**config.mk**
```make
export PLATFORM = sky130hd
export DESIGN_NAME = cmp_match_sched_flat
export DESIGN_NICKNAME = d
export VERILOG_FILES = /design/src/rtl/cmp_match_sched_if.sv /design/src/rtl/cmp_match_sched.sv /design/src/flat_wrapper.sv
export SDC_FILE = /design/constraint.sdc
export NUM_CORES = 1
export LEC_CHECK = 0
export CORE_MARGIN = 5
export CORE_UTILIZATION = 40
export CTS_BUF_LIST = sky130_fd_sc_hd__clkbuf_16
export DETAILED_ROUTE_END_ITERATION = 16
export PLACE_DENSITY = 0.69
export SLEW_MARGIN = 25
export SYNTH_ARGS = -nofsm -noshare
export SYNTH_HDL_FRONTEND = slang
export SYNTH_SLANG_ARGS = --single-unit
```
**constraint.sdc**
```tcl
create_clock -name ck -period 2.7 [get_ports ck]
set_input_delay 0.81 -clock ck [delete_from_list [all_inputs] [get_ports ck]]
set_output_delay 0.81 -clock ck [all_outputs]
set_load 0.02 [all_outputs]
```
**src/rtl/cmp_match_sched_if.sv**
```systemverilog
// Request, datapath and response signals of the counter-comparator scheduler.
// The scheduler uses the slave view; the requester/datapath side uses master.
interface cmp_match_sched_if #(
  parameter int NREQ = 2,
  parameter int CW   = 17,
  parameter int TOW  = 16
);
  logic [NREQ-1:0]    req_valid;
  logic [NREQ*CW-1:0] req_cmp;
  logic [NREQ-1:0]    req_ready;
  logic               abort;
  logic               p_0;
  logic [CW-1:0]      c_out;
  logic               z_in;
  logic               rsp_valid;
  logic               rsp_ready;
  logic [2:0]         rsp_id;
  logic               rsp_hit;
  logic               rsp_abort;
  logic [TOW-1:0]     rsp_count;

  modport slave (
    input  req_valid, req_cmp, abort, z_in, rsp_ready,
    output req_ready, p_0, c_out, rsp_valid, rsp_id, rsp_hit, rsp_abort, rsp_count
  );

  modport master (
    output req_valid, req_cmp, abort, z_in, rsp_ready,
    input  req_ready, p_0, c_out, rsp_valid, rsp_id, rsp_hit, rsp_abort, rsp_count
  );
endinterface

```
**src/rtl/cmp_match_sched.sv**
```systemverilog
// Round-robin scheduler that shares one counter-comparator datapath between
// NREQ requesters and reports hit / abort / timeout with elapsed run cycles.
//
// state | meaning
// IDLE  | waiting for any request; picks next requester at/after the pointer
// GRANT | one-cycle accept pulse to the chosen requester
// LOAD  | compare word on the bus, count enable off while the compare settles
// RUN   | count enable on until match, abort or timeout
// RESP  | response held until accepted
module cmp_match_sched #(
  parameter int NREQ    = 2,
  parameter int CW      = 17,
  parameter int TOW     = 16,
  parameter int TIMEOUT = 1000
) (
  input  logic             ck,
  input  logic             rst_n,
  cmp_match_sched_if.slave bus
);

  localparam logic [2:0] S_IDLE  = 3'd0;
  localparam logic [2:0] S_GRANT = 3'd1;
  localparam logic [2:0] S_LOAD  = 3'd2;
  localparam logic [2:0] S_RUN   = 3'd3;
  localparam logic [2:0] S_RESP  = 3'd4;

  logic [2:0]     state;
  logic [2:0]     ptr;
  logic [2:0]     id;
  logic [CW-1:0]  cmp_lat;
  logic [TOW-1:0] cnt;
  logic [TOW-1:0] cnt_inc;

  logic           p_0;
  logic [CW-1:0]  c_out;
  logic           rsp_valid;
  logic [2:0]     rsp_id;
  logic           rsp_hit;
  logic           rsp_abort;
  logic [TOW-1:0] rsp_count;
  logic [NREQ-1:0] req_ready;

  logic           req_any;
  logic           hi_found;
  logic [2:0]     hi_id;
  logic [2:0]     lo_id;
  logic [2:0]     pick;
  logic [CW-1:0]  pick_cmp;
  logic           early_abort;
  logic           run_done;

  // Lowest valid index at or above the pointer wins; otherwise wrap to the
  // lowest valid index overall.
  always_comb begin
    req_any  = 1'b0;
    hi_found = 1'b0;
    hi_id    = '0;
    lo_id    = '0;
    for (int i = NREQ - 1; i >= 0; i--) begin
      if (bus.req_valid[i]) begin
        req_any = 1'b1;
        lo_id   = 3'(i);
        if (3'(i) >= ptr) begin
          hi_found = 1'b1;
          hi_id    = 3'(i);
        end
      end
    end
    pick = hi_found ? hi_id : lo_id;
  end

  always_comb begin
    pick_cmp = '0;
    for (int i = 0; i < NREQ; i++) begin
      if (pick == 3'(i)) pick_cmp = bus.req_cmp[i*CW +: CW];
    end
  end

  always_comb begin
    req_ready = '0;
    for (int i = 0; i < NREQ; i++) begin
      req_ready[i] = (state == S_GRANT) && (id == 3'(i));
    end
  end

  assign cnt_inc     = cnt + TOW'(1);
  assign early_abort = bus.abort && ((state == S_GRANT) || (state == S_LOAD));
  // Match outranks abort, which outranks timeout; all three end the run.
  assign run_done    = bus.z_in || bus.abort || (cnt_inc == TOW'(TIMEOUT));

  always_ff @(posedge ck or negedge rst_n) begin
    if (!rst_n) begin
      state     <= S_IDLE;
      ptr       <= '0;
      id        <= '0;
      cmp_lat   <= '0;
      cnt       <= '0;
      p_0       <= 1'b0;
      c_out     <= '0;
      rsp_valid <= 1'b0;
      rsp_id    <= '0;
      rsp_hit   <= 1'b0;
      rsp_abort <= 1'b0;
      rsp_count <= '0;
    end else begin
      case (state)
        S_IDLE: begin
          if (req_any) begin
            id      <= pick;
            cmp_lat <= pick_cmp;
            state   <= S_GRANT;
          end
        end
        S_GRANT, S_LOAD: begin
          if (state == S_GRANT) c_out <= cmp_lat;
          cnt <= '0;
          if (early_abort) begin
            state     <= S_RESP;
            rsp_valid <= 1'b1;
            rsp_id    <= id;
            rsp_hit   <= 1'b0;
            rsp_abort <= 1'b1;
            rsp_count <= '0;
          end else if (state == S_GRANT) begin
            state <= S_LOAD;
          end else begin
            state <= S_RUN;
            p_0   <= 1'b1;
          end
        end
        S_RUN: begin
          cnt <= cnt_inc;
          if (run_done) begin
            state     <= S_RESP;
            p_0       <= 1'b0;
            rsp_valid <= 1'b1;
            rsp_id    <= id;
            rsp_hit   <= bus.z_in;
            rsp_abort <= !bus.z_in && bus.abort;
            rsp_count <= cnt_inc;
          end
        end
        S_RESP: begin
          if (bus.rsp_ready) begin
            rsp_valid <= 1'b0;
            state     <= S_IDLE;
            ptr       <= (id == 3'(NREQ - 1)) ? 3'd0 : id + 3'd1;
          end
        end
        default: state <= S_IDLE;
      endcase
    end
  end

  assign bus.p_0       = p_0;
  assign bus.c_out     = c_out;
  assign bus.req_ready = req_ready;
  assign bus.rsp_valid = rsp_valid;
  assign bus.rsp_id    = rsp_id;
  assign bus.rsp_hit   = rsp_hit;
  assign bus.rsp_abort = rsp_abort;
  assign bus.rsp_count = rsp_count;

endmodule

```
**src/flat_wrapper.sv**
```systemverilog
// flat-port wrapper written by rule: the top's interface ports become plain ports
module cmp_match_sched_flat 
#(
  parameter int NREQ    = 2,
  parameter int CW      = 17,
  parameter int TOW     = 16,
  parameter int TIMEOUT = 1000
)
  (ck, rst_n, bus_req_valid, bus_req_cmp, bus_abort, bus_z_in, bus_rsp_ready, bus_req_ready, bus_p_0, bus_c_out, bus_rsp_valid, bus_rsp_id, bus_rsp_hit, bus_rsp_abort, bus_rsp_count);
  cmp_match_sched_if #(.NREQ(NREQ), .CW(CW), .TOW(TOW)) bus_i ();
  input  logic ck;
  input  logic rst_n;
  input wire logic [$bits(bus_i.req_valid)-1:0] bus_req_valid;
  input wire logic [$bits(bus_i.req_cmp)-1:0] bus_req_cmp;
  input wire logic [$bits(bus_i.abort)-1:0] bus_abort;
  input wire logic [$bits(bus_i.z_in)-1:0] bus_z_in;
  input wire logic [$bits(bus_i.rsp_ready)-1:0] bus_rsp_ready;
  output wire logic [$bits(bus_i.req_ready)-1:0] bus_req_ready;
  output wire logic [$bits(bus_i.p_0)-1:0] bus_p_0;
  output wire logic [$bits(bus_i.c_out)-1:0] bus_c_out;
  output wire logic [$bits(bus_i.rsp_valid)-1:0] bus_rsp_valid;
  output wire logic [$bits(bus_i.rsp_id)-1:0] bus_rsp_id;
  output wire logic [$bits(bus_i.rsp_hit)-1:0] bus_rsp_hit;
  output wire logic [$bits(bus_i.rsp_abort)-1:0] bus_rsp_abort;
  output wire logic [$bits(bus_i.rsp_count)-1:0] bus_rsp_count;
  assign bus_i.req_valid = bus_req_valid;
  assign bus_i.req_cmp = bus_req_cmp;
  assign bus_i.abort = bus_abort;
  assign bus_i.z_in = bus_z_in;
  assign bus_i.rsp_ready = bus_rsp_ready;
  assign bus_req_ready = bus_i.req_ready;
  assign bus_p_0 = bus_i.p_0;
  assign bus_c_out = bus_i.c_out;
  assign bus_rsp_valid = bus_i.rsp_valid;
  assign bus_rsp_id = bus_i.rsp_id;
  assign bus_rsp_hit = bus_i.rsp_hit;
  assign bus_rsp_abort = bus_i.rsp_abort;
  assign bus_rsp_count = bus_i.rsp_count;
  cmp_match_sched #(.NREQ(NREQ), .CW(CW), .TOW(TOW), .TIMEOUT(TIMEOUT)) u_core (.ck(ck), .rst_n(rst_n), .bus(bus_i));
endmodule
```
==> metrics.yaml, run 1 <==
leakagePower_nw: 2.32
die_width_microns: 108
place_hpwl_mm: 6.11
clk_pin_slew_worst_paths_ns: 0.06
maxCapViolations: 0
grt_usage_pct: 15.3
core_area_sq_um: 9280
synthTopCellsByArea: "dfrtp_1 50%, mux2_4 6.7%, mux2_2 5.3%, mux2i_1 5.0%, nor2_1 4.8%"
clock_latency_ns: 0.33
reg2reg_from: "u_core.cnt[0]"
htree_levels: 3
start_util_pct: 41.3
fillers: 812
run_status: "finished, final reports clean"
hold_viol: 0
rows: 35
yosysSeqAreaShare_pct: 49.6
max-vdd-ir-drop_uv: 420
cp_max_fo: 4
grt_pass1_vias: 2971
setup_tns_ns: 0
ys_seq_elements: 76
grt_start_max_net_pins: 50
syn-instance-count: 357
dp_slack_ns: 0.0281
synth_area_sq_um: 3830
finalCriticalPeriod_ns: 2.60
remaining_drc_errors: 0
ant_nets: 0
crit_buf_inv: 1
worstMarginPinSlew_ns: 0.603
dieHeight_microns: 108
power_frac_clock_pct: 26.8
maxSlewViolCount: 0
worstReg2RegEnd: "u_core.bus.rsp_count[3]"
worst-path-stages: 3
crit_slowest_cell: "clkdlybuf4s50_1"
slowest_delay_ns: 0.62
routed_wl_mm: 8.35
p_total_mw: 4.73
p_sw_share_pct: 32.7
worst_slack_ns: 0.103
synth-main-ff-cell: "dfrtp_1"
synth_common_cells: "76 x dfrtp_1, 49 x nor2_1, 27 x a21oi_1"
worst_ep_required_time_ns: 1.89
viasPerCell: 5.00
drtIter0Drc: 85
grt_pass1_wl_mm: 14.1
dr.pass1.iters: 4
rsz0062_at_grt: "no"
pwr-share-comb_pct: 38.2
yosysTopAreaCellShare_pct: 49.6
drive_above_1_share_pct: 20.6
power.internal_mw: 3.19
p_per_area_nw_per_um2: 906
synth-edff-count: 0
gp_congestion: 0.822
rrSetupSlack_ns: 0.12
r2r_cells: 8
p_seq_share_pct: 35.0
cts_tree: "built"
path_cells: "nor3b_4 -> and2_1 -> clkdlybuf4s50_1"
maxSlewHeadroom_pct: 59.8
grt_overflow_total: 0
wl_per_cell_microns: 14.4
holdBufCountCts: 0
fmaxAchievable_mhz: 385
critPathLaunchType: "register"
cts_root_buf: "clkbuf_16"
synth_cell_type_count: 49
critPathTopFamily: "buffers and inverters"
worstPathArrival_ns: 1.79
vias: 2907
hp-class: "input port to async pin"
finalClockSkew_ns: 0.00406
cts_sinks: 76
yosysMostFrequentCell: "dfrtp_1"
post-route-period-util_pct: 96.2
portBuffers: 80
diodes: 0
io-pin-count: 83
yosys_warnings: 0
antenna_found_initial: 0
clock_path_buffers: 2
async_flop_share_pct: 100
final_nets: 491
path_class: "register to primary output"
synth.avg_cell_area_sq_um: 10.7
critPathCaptureType: "primary output"
cts_made_buffers: 9
setup_viol: 0
p_switching_mw: 1.55
syn_to_final_growth_pct: 36.3
dieArea_sq_um: 11600
synth_largest_area_cell: "dfrtp_1"
==> per-stage QoR <==
| stage | area, sq um | hold slack [ns] | util [%] | cells |
|---|---|---|---|---|
| after floorplan | 3840 | 0.453 | - | 358 |
| final | 5230 | 0.494 | 56.3 | 581 |
| after global routing | 5230 | 0.519 | 56.3 | 581 |
| after detailed placement | 4890 | 0.493 | 52.7 | 565 |
| after global placement | 4890 | 0.486 | 52.7 | 565 |
| after CTS | 5220 | 0.509 | 56.2 | 581 |
==> power by group through the flow <==
stage / registers, mW / clock network [mW] / logic [mW]
finish: 1.66 / 1.27 / 1.81
global route: 1.70 / 1.34 / 1.97
CTS: 1.66 / 1.30 / 1.84
detailed placement: 1.67 / 0 / 1.81
global placement: 1.66 / 0 / 1.78
floorplan: 1.84 / 0 / 0.889
==> how the worst max path moves through the flow <==
stage | start | to | slack (ns)
2_1_floorplan | u_core.cnt[0] | u_core.bus.rsp_count[0] | 0.0003
5_1_grt | u_core.state[2] | bus_req_ready[0] | 0.008
3_3_place_gp | bus_abort | u_core.bus.rsp_count[5] | 0.06
3_5_place_dp | bus_abort | u_core.bus.rsp_count[4] | 0.03
6_report | u_core.state[1] | bus_req_ready[1] | 0.10
4_1_cts | u_core.cnt[0] | u_core.bus.rsp_count[9] | 0.07
==> state kept, by name, summed over array words and instances (netlist names), 3 cells and up <==
register	count
u_core.bus.c_out	17
u_core.bus.rsp_count	16
u_core.state	3
u_core.cmp_lat	17
u_core.cnt	16
==> worst reg2reg max path: cells and delay by family (launching register included) <==
| kind | cells | cell delay [ns] |
|---|---|---|
| AOI/OAI and AO/OA | 2 | 0.50 |
| adders and majority gates | 1 | 0.21 |
| buffers and inverters | 1 | 0.19 |
| DFF | 1 | 0.36 |
| muxes | 1 | 0.30 |
| and+or+nand+nor | 3 | 0.92 |
==> layout make-up <==
| cell class | instances | area [sq um] | area share [%] |
|---|---|---|---|
| clock inverters | 6 | 88.8 | 1.70 |
| inverters | 7 | 26.3 | 0.503 |
| repair buffers | 106 | 1020 | 19.6 |
| well taps | 129 | 161 | 3.09 |
| multi-input cells | 248 | 1800 | 34.4 |
| flip-flops and latches | 76 | 1900 | 36.4 |
| clock buffers | 9 | 225 | 4.31 |
==> layout by cell type (no fill, tap or decap), types with 3 or more instances in the layout <==
cell type,Yosys,routed
and2_1,3,3
clkbuf_16,0,9
a21o_1,8,8
xnor2_1,9,9
or2_2,3,3
nor2_1,49,49
and3_1,4,4
nor3_1,4,4
buf_4,5,24
dfrtp_1,76,74
clkdlybuf4s50_1,0,79
xor2_1,5,5
nand3_1,6,6
mux2_2,18,18
a21oi_1,27,27
inv_1,7,7
mux2_4,17,17
nand2b_1,3,3
mux2i_1,19,19
o21ai_0,23,21
nand2_1,16,16
o31ai_1,4,4
==> per-layer routing <==
metal	vias to the layer above	track usage, %	routed length [microns]
met5	-	0	0
met4	0	6.58	151
met3	13	6.12	722
met2	92	23.4	3810
met1	1386	19.1	3660
li1	1416	-	-
==> what timing repair did <==
action / 4_1_cts / 5_1_grt
buffers inserted: 1 / 0
pin swaps: 1 / 0
gates cloned: 0 / 0
resized for setup: 1 / 2
setup endpoints to repair: 2 / 12
==> kinds of logic after synthesis <==
group / synth area share (%)
AOI/OAI and AO/OA: 10.7
xor gates and xnor gates: 3.20
adders and majority gates: 0.653
buffers and inverters: 4.28
DFF: 49.6
muxes: 16.9
other: 0.0978
and+or+nand+nor: 14.5
(Power assumes the default switching activity.)
==> inputs of run 2 (changes only) <==
- PLACE_DENSITY: 0.69 -> 0.73
==> run 2 against run 1 <==
  * Die area unchanged
  * Sequential power about the same
  * Cell count down 0.52%
  * Via count down 2.6%
  * Critical path type is now register to register
  * Largest cell class unchanged
  * Highest routed layer unchanged
==> metrics.yaml, run 2 (same netlist as run 1, synthesis figures left out) <==
clock_path_buffers: 2
path_class: "register to register"
crit_buf_inv: 2
drtIter0Drc: 81
hold_viol: 0
io-pin-count: 83
holdWs_ns: 0.451
clock_latency_ns: 0.33
p_switching_mw: 1.53
htree_levels: 3
seqCellArea_sq_um: 1900
grt_overflow_total: 0
remaining_drc_errors: 0
p_sw_share_pct: 32.8
viasPerCell: 4.90
cts_sinks: 76
wl_per_cell_microns: 14.4
hp-class: "input port to async pin"
biggestRegsByFlops: "u_core.bus.c_out x17, u_core.cmp_lat x17"
leakagePower_nw: 2.31
clk_pin_slew_worst_paths_ns: 0.06
holdBufCountCts: 0
post-route-period-util_pct: 96.4
worst_ep_required_time_ns: 2.91
syn_to_final_growth_pct: 35.8
critPathLaunchType: "register"
final_common_cell: "clkdlybuf4s50_1"
fmaxAchievable_mhz: 384
p_seq_share_pct: 35.5
grt_start_max_net_pins: 37
reg2reg_from: "u_core.cnt[0]"
worst_slack_ns: 0.0968
path_cells: "ha_2 -> nand3_4 -> buf_4 -> o21ai_1 -> a211oi_2 -> or4b_4 -> o31a_1 -> buf_12 -> mux2_4"
power.internal_mw: 3.14
multi_input_area_sq_um: 1800
fin_util_pct: 56.1
drive_above_1_share_pct: 20.7
run_status: "finished, final reports clean"
die_width_microns: 108
core_area_sq_um: 9280
crit_slowest_cell: "or4b_4"
rsz0062_at_grt: "no"
portBuffers: 80
cp_max_fo: 20
dieHeight_microns: 108
routed_wl_mm: 8.33
cts_tree: "built"
critPathCaptureType: "register"
pwr-share-comb_pct: 37.5
setup_viol: 0
postCtsSetupRepairBufs: 0
slowest_delay_ns: 0.50
cts_root_buf: "clkbuf_16"
fillers: 815
grt_pass1_vias: 2982
maxCapViolations: 0
finalClockSkew_ns: 0.00791
cp-startpoint: "u_core.cnt[0]"
cts_made_buffers: 9
dr.pass1.iters: 6
ant_nets: 0
place_hpwl_mm: 6.06
rows: 35
maxSlewViolCount: 0
setup_tns_ns: 0
final_nets: 488
start_util_pct: 41.3
final_cell_mix: "78 x clkdlybuf4s50_1, 74 x dfrtp_1, 49 x nor2_1, 27 x a21oi_1, 22 x buf_4"
worstPathArrival_ns: 2.81
critPathTopFamily: "compound AO/OA/AOI/OAI gates"
max-vdd-ir-drop_uv: 566
gp_congestion: 0.786
grt_usage_pct: 15.2
finalCriticalPeriod_ns: 2.60
antenna_found_initial: 0
dp_slack_ns: 0.00427
dieArea_sq_um: 11600
diodes: 0
vias: 2832
grt_pass1_wl_mm: 14.1
p_per_area_nw_per_um2: 897
power_frac_clock_pct: 27.0
==> run 2: worst paths after layout <==
kind,end,slack (ns),cells past startpoint
setup / recovery,u_core.bus.rsp_count[3],0.1,9
hold / removal,u_core.bus.rsp_count[8],0.45,1
setup reg to reg,u_core.bus.rsp_count[3],0.1,9
hold reg to reg,u_core.bus.c_out[6],0.50,1
max in group asynchronous,u_core.bus.c_out[12],1.69,2
min in group ck,u_core.bus.c_out[6],0.50,1
==> run 2: repair_timing <==
action / CTS / global route
resized for setup: 1 / 4
endpoints found under the setup margin: 17 / 18
pin swaps: 0 / 1
==> run 2: area by class of cell <==
cell class,count,area share [%]
clock inverters,6,1.71
well taps,129,3.10
multi-input cells,248,34.6
clock buffers,9,4.32
repair buffers,103,19.2
flip-flops and latches,76,36.6
inverters,7,0.505
==> run 2: power groups by stage <==
stage	clock, mW	sequential [mW]	combinational (mW)
2_1_floorplan	0	1.84	0.889
3_3_place_gp	0	1.66	1.74
3_5_place_dp	0	1.68	1.78
4_1_cts	1.29	1.66	1.79
5_1_grt	1.34	1.70	1.91
6_report	1.26	1.66	1.75
==> run 2: metrics by stage <==
stage	cells	cell area, sq um	power, mW
4_1_cts	578	5200	4.74
5_1_grt	578	5210	4.95
3_5_place_dp	563	4880	3.46
6_report	578	5210	4.67
3_3_place_gp	563	4880	3.40
2_1_floorplan	358	3840	2.73
==> run 2: worst reg2reg max path, cell delays in order, from the launching register on <==
cell and delay (ns):
dfrtp_2 0.40, ha_2 0.20, nand3_4 0.09, buf_4 0.16
o21ai_1 0.10, a211oi_2 0.25, or4b_4 0.50, o31a_1 0.29
buf_12 0.18, mux2_4 0.32
==> run 2: routing by layer <==
metal / share of wire (%) / global-route usage, % / vias to the layer above
li1: - / - / 1406
met1: 43 / 18.1 / 1336
met2: 48 / 25.2 / 78
met3: 7.7 / 5.34 / 12
met4: 1.5 / 5.59 / 0
met5: 0 / 0 / -
==> RTL edit 1, RTL diff (flow settings as in run 1) <==
`NREQ` is set to 2 in 3 places; all go to 4.
--- a/src/rtl/cmp_match_sched_if.sv
+++ b/src/rtl/cmp_match_sched_if.sv
@@ -2,5 +2,5 @@
 // The scheduler uses the slave view; the requester/datapath side uses master.
 interface cmp_match_sched_if #(
-  parameter int NREQ = 2,
+  parameter int NREQ = 4,
   parameter int CW   = 17,
   parameter int TOW  = 16
--- a/src/rtl/cmp_match_sched.sv
+++ b/src/rtl/cmp_match_sched.sv
@@ -9,5 +9,5 @@
 // RESP  | response held until accepted
 module cmp_match_sched #(
-  parameter int NREQ    = 2,
+  parameter int NREQ    = 4,
   parameter int CW      = 17,
   parameter int TOW     = 16,
--- a/src/flat_wrapper.sv
+++ b/src/flat_wrapper.sv
@@ -2,5 +2,5 @@
 module cmp_match_sched_flat 
 #(
-  parameter int NREQ    = 2,
+  parameter int NREQ    = 4,
   parameter int CW      = 17,
   parameter int TOW     = 16,
Ports: changed (resized bus_req_cmp, bus_req_ready and bus_req_valid); port bits go from 83 to 121. No check against the original RTL was run, so the function may have changed too.
==> RTL edit 1 against run 1 <==
Worst setup slack better by 0.011 ns. Via count up 20%. Critical path depth rose by 5. Non-clock buffer count up 41. Cell area rose by 19%. Sequential power increased by 8%. Sequential share of layout area is 4.5 points lower. Synthesized area up 13%. Critical endpoint is now u_core.bus.rsp_count[6]. Routed wire length rose by 34%. Power is 18% higher. Sequential cell count up 3. Hold slack got worse by 0.068 ns.
==> RTL edit 1: results (changes against run 1) <==
grt:
  grt_util_met2_pct: 29.2  # +5.8 points
  grt_antenna_before_repair: 0  # unchanged
  grt_use_met3_pct: 2.97  # -3.1 points
  first_global_vias: 3649  # +23%
  grt_use_met1_pct: 23.3  # +4.2 points
  grt_max_degree: 46  # -8.0%
drt:
  met1_length_um: 4980  # +36%
  wl_met3_um: 343  # -52%
  topRoutingLayerUsed: "met4"
  vias: 3494  # +20%
  drt-initial-drc-count: 143  # +68%
critical_path:
  r2r_end: "u_core.bus.rsp_count[6]"
  cp_slowest_stage_delay_ns: 0.68  # +0.06 ns
  endpoint: "u_core.bus.rsp_count[6]"
  path_max_fanout: 9  # +5
  critPathLaunchType: "flop"
  crit_family: "simple AND/OR/NAND/NOR gates"
  crit_path_top_delay_cell: "or4b_2"
  cp.arrival_ns: 2.80  # +1.01 ns
synth:
  synth_area_leaders: "dfrtp_1 46%, mux2_2 11%, mux2i_1 4.4%, a211oi_1 3.1%, a21oi_1 2.9%"
  synthTopCellsByCount: "79 x dfrtp_1, 42 x mux2_2, 28 x nand2_1, 25 x a21oi_1, 21 x nor2_1"
  synthCells: 398  # +11%
  ys_types: 51  # +4.1%
  ys_seq_area_share_pct: 45.8  # -3.8 points
cells_and_area:
  final_nets: 612  # +25%
  layout-drive-gt1-share_pct: 22.7  # +2.1 points
  syn_to_final_growth_pct: 43.5
  num-fill-cells: 922  # +14%
clocking:
  cts_resized: 6  # +5
  postCtsSetupBuffers: 0  # -1
power:
  p_clk_share_pct: 21.1  # -5.7 points
  powerComb_mw: 2.63  # +45%
  netSwitchingFraction_pct: 35.2  # +2.5 points
  power.switching_mw: 1.98  # +28%
  peakVddDrop_uv: 649  # +54%
  p_leak_nw: 2.65  # +14%
placement:
  place_area_sq_um: 5800  # +18%
  preCtsSetupSlack_ns: -0.261  # -0.289 ns
  gp_congestion: 0.804  # -2.1%
  dpl.hpwl_um: 8130  # +33%
  dp.cells: 654  # +16%
  numPortBuffers: 119  # +49%
sta:
  max_slew_margin_pct: 64.8  # +5.0 points
  fmax_mhz: 387  # +0.44%
  skew_ns: 0.00576  # +0.00170 ns
  hold_slack_ns: 0.426  # -0.0679 ns
run_status:
  status: "complete, no violations"
RTL edit 1: cell count changes in the layout (fill, tap and decap cells not counted), sizes merged, moves of 7 or more:
cell	change
nand2	+12
a211oi	+17
clkdlybuf4s50	+35
mux2	+15
nor2b	+17
o21ai	-7
nor2	-28
RTL edit 1: cell families (layout without fill, tap and decap cells):
logic type	after synthesis	after routing	synth area share (%)
AO/OA/AOI/OAI	88	88	13.2
XOR/XNOR	14	14	2.84
adder cells (fa/ha/maj)	6	6	1.74
buffers and inverters	33	168	4.06
flip-flops	79	79	45.8
multiplexers	69	69	18.2
other	1	1	0.0869
AND/OR/NAND/NOR	108	108	14.1
RTL edit 1: final cells by class:
type / count / area share (%)
clock inverters: 6 / 1.01
multi-input cells: 286 / 36.5
flip-flops and latches: 79 / 31.9
inverters: 6 / 0.364
repair buffers: 147 / 23.7
well taps: 140 / 2.83
clock buffers: 9 / 3.64
==> RTL edit 2, RTL diff (settings of run 1) <==
Made on the original files. Make the reset (`rst_n`) synchronous in one clocked block.
--- a/src/rtl/cmp_match_sched.sv
+++ b/src/rtl/cmp_match_sched.sv
@@ -89,5 +89,5 @@
   assign run_done    = bus.z_in || bus.abort || (cnt_inc == TOW'(TIMEOUT));
 
-  always_ff @(posedge ck or negedge rst_n) begin
+  always_ff @(posedge ck) begin
     if (!rst_n) begin
       state     <= S_IDLE;
Check against the original RTL: differs if rst_n is asserted again (counterexample within 4 cycles, from zero or initial values and one cycle with rst_n low); with rst_n held inactive, the same outputs for 10 cycles.
==> RTL edit 2 against run 1 <==
Critical endpoint unchanged. Worst setup slack lost 0.013 ns. Global-route usage grew 1.1 points. First-iteration DRC count grew 74%. Highest routed layer unchanged. Synthesized area shrank 0.33%. Cell area shrank 3.0%. Register-to-register slack gained 0.03 ns. Largest cell class is now multi-input combinational cells. Count of clock-buffer cells in the layout is the same. Sequential share of layout area shrank 6.4 points. Routed wire length grew 13%. Sequential cell count is the same.
Power is not compared: it rests on default switching activity, and its combinational part moved more than twofold at a synthesized area within 25%.
==> RTL edit 2: results (changes against run 1) <==
critical_path:
  cp_slowest_stage_delay_ns: 0.62  # about the same
  r2r_start: "u_core.cnt[1]"
  rrSetupSlack_ns: 0.15  # +0.03 ns
  rr_worst_depth: 7  # -1
  r2r_end: "u_core.state[2]"
  startpoint: "u_core.state[0]"
  path_max_fanout: 10  # +6
  endpoint: "bus_req_ready[1]"
grt:
  first_global_vias: 3223  # +8.5%
  grt_first_pass_wirelength_um: 15300  # +8.3%
  grt.overflow.total: 0  # unchanged
  grt_max_degree: 86  # +72%
  grt_use_total_pct: 16.4  # +1.1 points
drt:
  drt_first_pass_iters: 4  # unchanged
  vias: 3423  # +18%
  drt-initial-drc-count: 148  # +74%
  wl_per_cell_um: 14.6  # +1.4%
sta:
  hold_slack_ns: 0.455  # -0.0388 ns
  skew_ns: 0.00539  # +0.00134 ns
  max_slew_margin_pct: 62.6  # +2.8 points
placement:
  gp_congestion: 0.894  # +8.8%
  dpl.hpwl_um: 6650  # +8.9%
  place_area_sq_um: 4750  # -2.9%
  preCtsSetupSlack_ns: 0.215  # +0.187 ns
  numPortBuffers: 80  # unchanged
  dp.cells: 633  # +12%
synth:
  synth_fa_ha_area_share_pct: 0.655  # +0.0021 points
  synthXorXnorAreaFrac_pct: 3.44  # +0.24 points
  synthFlopType: "dfxtp_1"
  ys_seq_area_share_pct: 39.8  # -9.8 points
  synth_compound_area_share_pct: 16.8  # +6.0 points
  async_flop_share_pct: 0  # -100 points
  synthCells: 448  # +25%
  synthTopCellsByCount: "93 x nand2_1, 76 x dfxtp_1, 37 x mux2i_1, 25 x clkbuf_1, 21 x a21boi_0"
  synth_area_leaders: "dfxtp_1 40%, mux2i_1 9.7%, nand2_1 9.1%, o211a_1 4.5%, a21boi_0 4.1%"
  ys_types: 51  # +4.1%
  synth_mux_area_share_pct: 9.69  # -7.2 points
power:
  p_per_area_nw_per_um2: 584
  peakVddDrop_uv: 333
  powerComb_mw: 0.453
  p_leak_nw: 2.11
  p_seq_mw: 1.22
clocking:
  worstSkewPairLatency_ns: 0.34
  clk_pin_slew_ns: 0.06  # about the same
  cts-root-buf: "clkbuf_16"
  h-tree-depth: 3  # unchanged
  numCtsBuffers: 9  # unchanged
hold_path:
  whs_path_depth: 2
  whs_endpoint: "u_core.bus.rsp_valid"
  hold_class: "flop to flop"
  min-delay-start: "u_core.bus.rsp_valid"
cells_and_area:
  layout.cells.non_filler: 649  # +12%
  largestRegisters: "u_core.bus.c_out x17, u_core.cmp_lat x17"
  final_nets: 558  # +14%
  antenna_cells: 0  # unchanged
  num-fill-cells: 881  # +8.5%
  layout-drive-gt1-share_pct: 8.08  # -12 points
run_status:
  status: "complete, no violations"
## RTL edit 2: critical path, delay by kind of cell (launching register included)
kind / cells / cell delay, ns
buffers and inverters: 2 / 0.79
and+or+nand+nor: 2 / 0.35
DFF: 1 / 0.32
## RTL edit 2: final cells by class
class	count	area, sq um	share of cell area [%]
Multi-Input combinational cell	330	2120	41.8
Sequential cell	76	1520	30.0
Timing Repair Buffer	93	933	18.4
Clock buffer	9	225	4.44
Tap cell	129	161	3.19
Clock inverter	7	90.1	1.78
Inverter	5	18.8	0.370
## RTL edit 2: layer usage
| metal | GRT usage [%] | wire length [um] |
|---|---|---|
| met3 | 4.56 | 591 |
| met5 | 0 | 0 |
| met1 | 19.9 | 4070 |
| met2 | 27.2 | 4580 |
| met4 | 6.40 | 210 |
## RTL edit 2: repair_timing
action,in CTS,in global routing
setup endpoints to repair,0,1
setup buffers,0,0
hold buffers,0,0
gates resized for setup,0,1
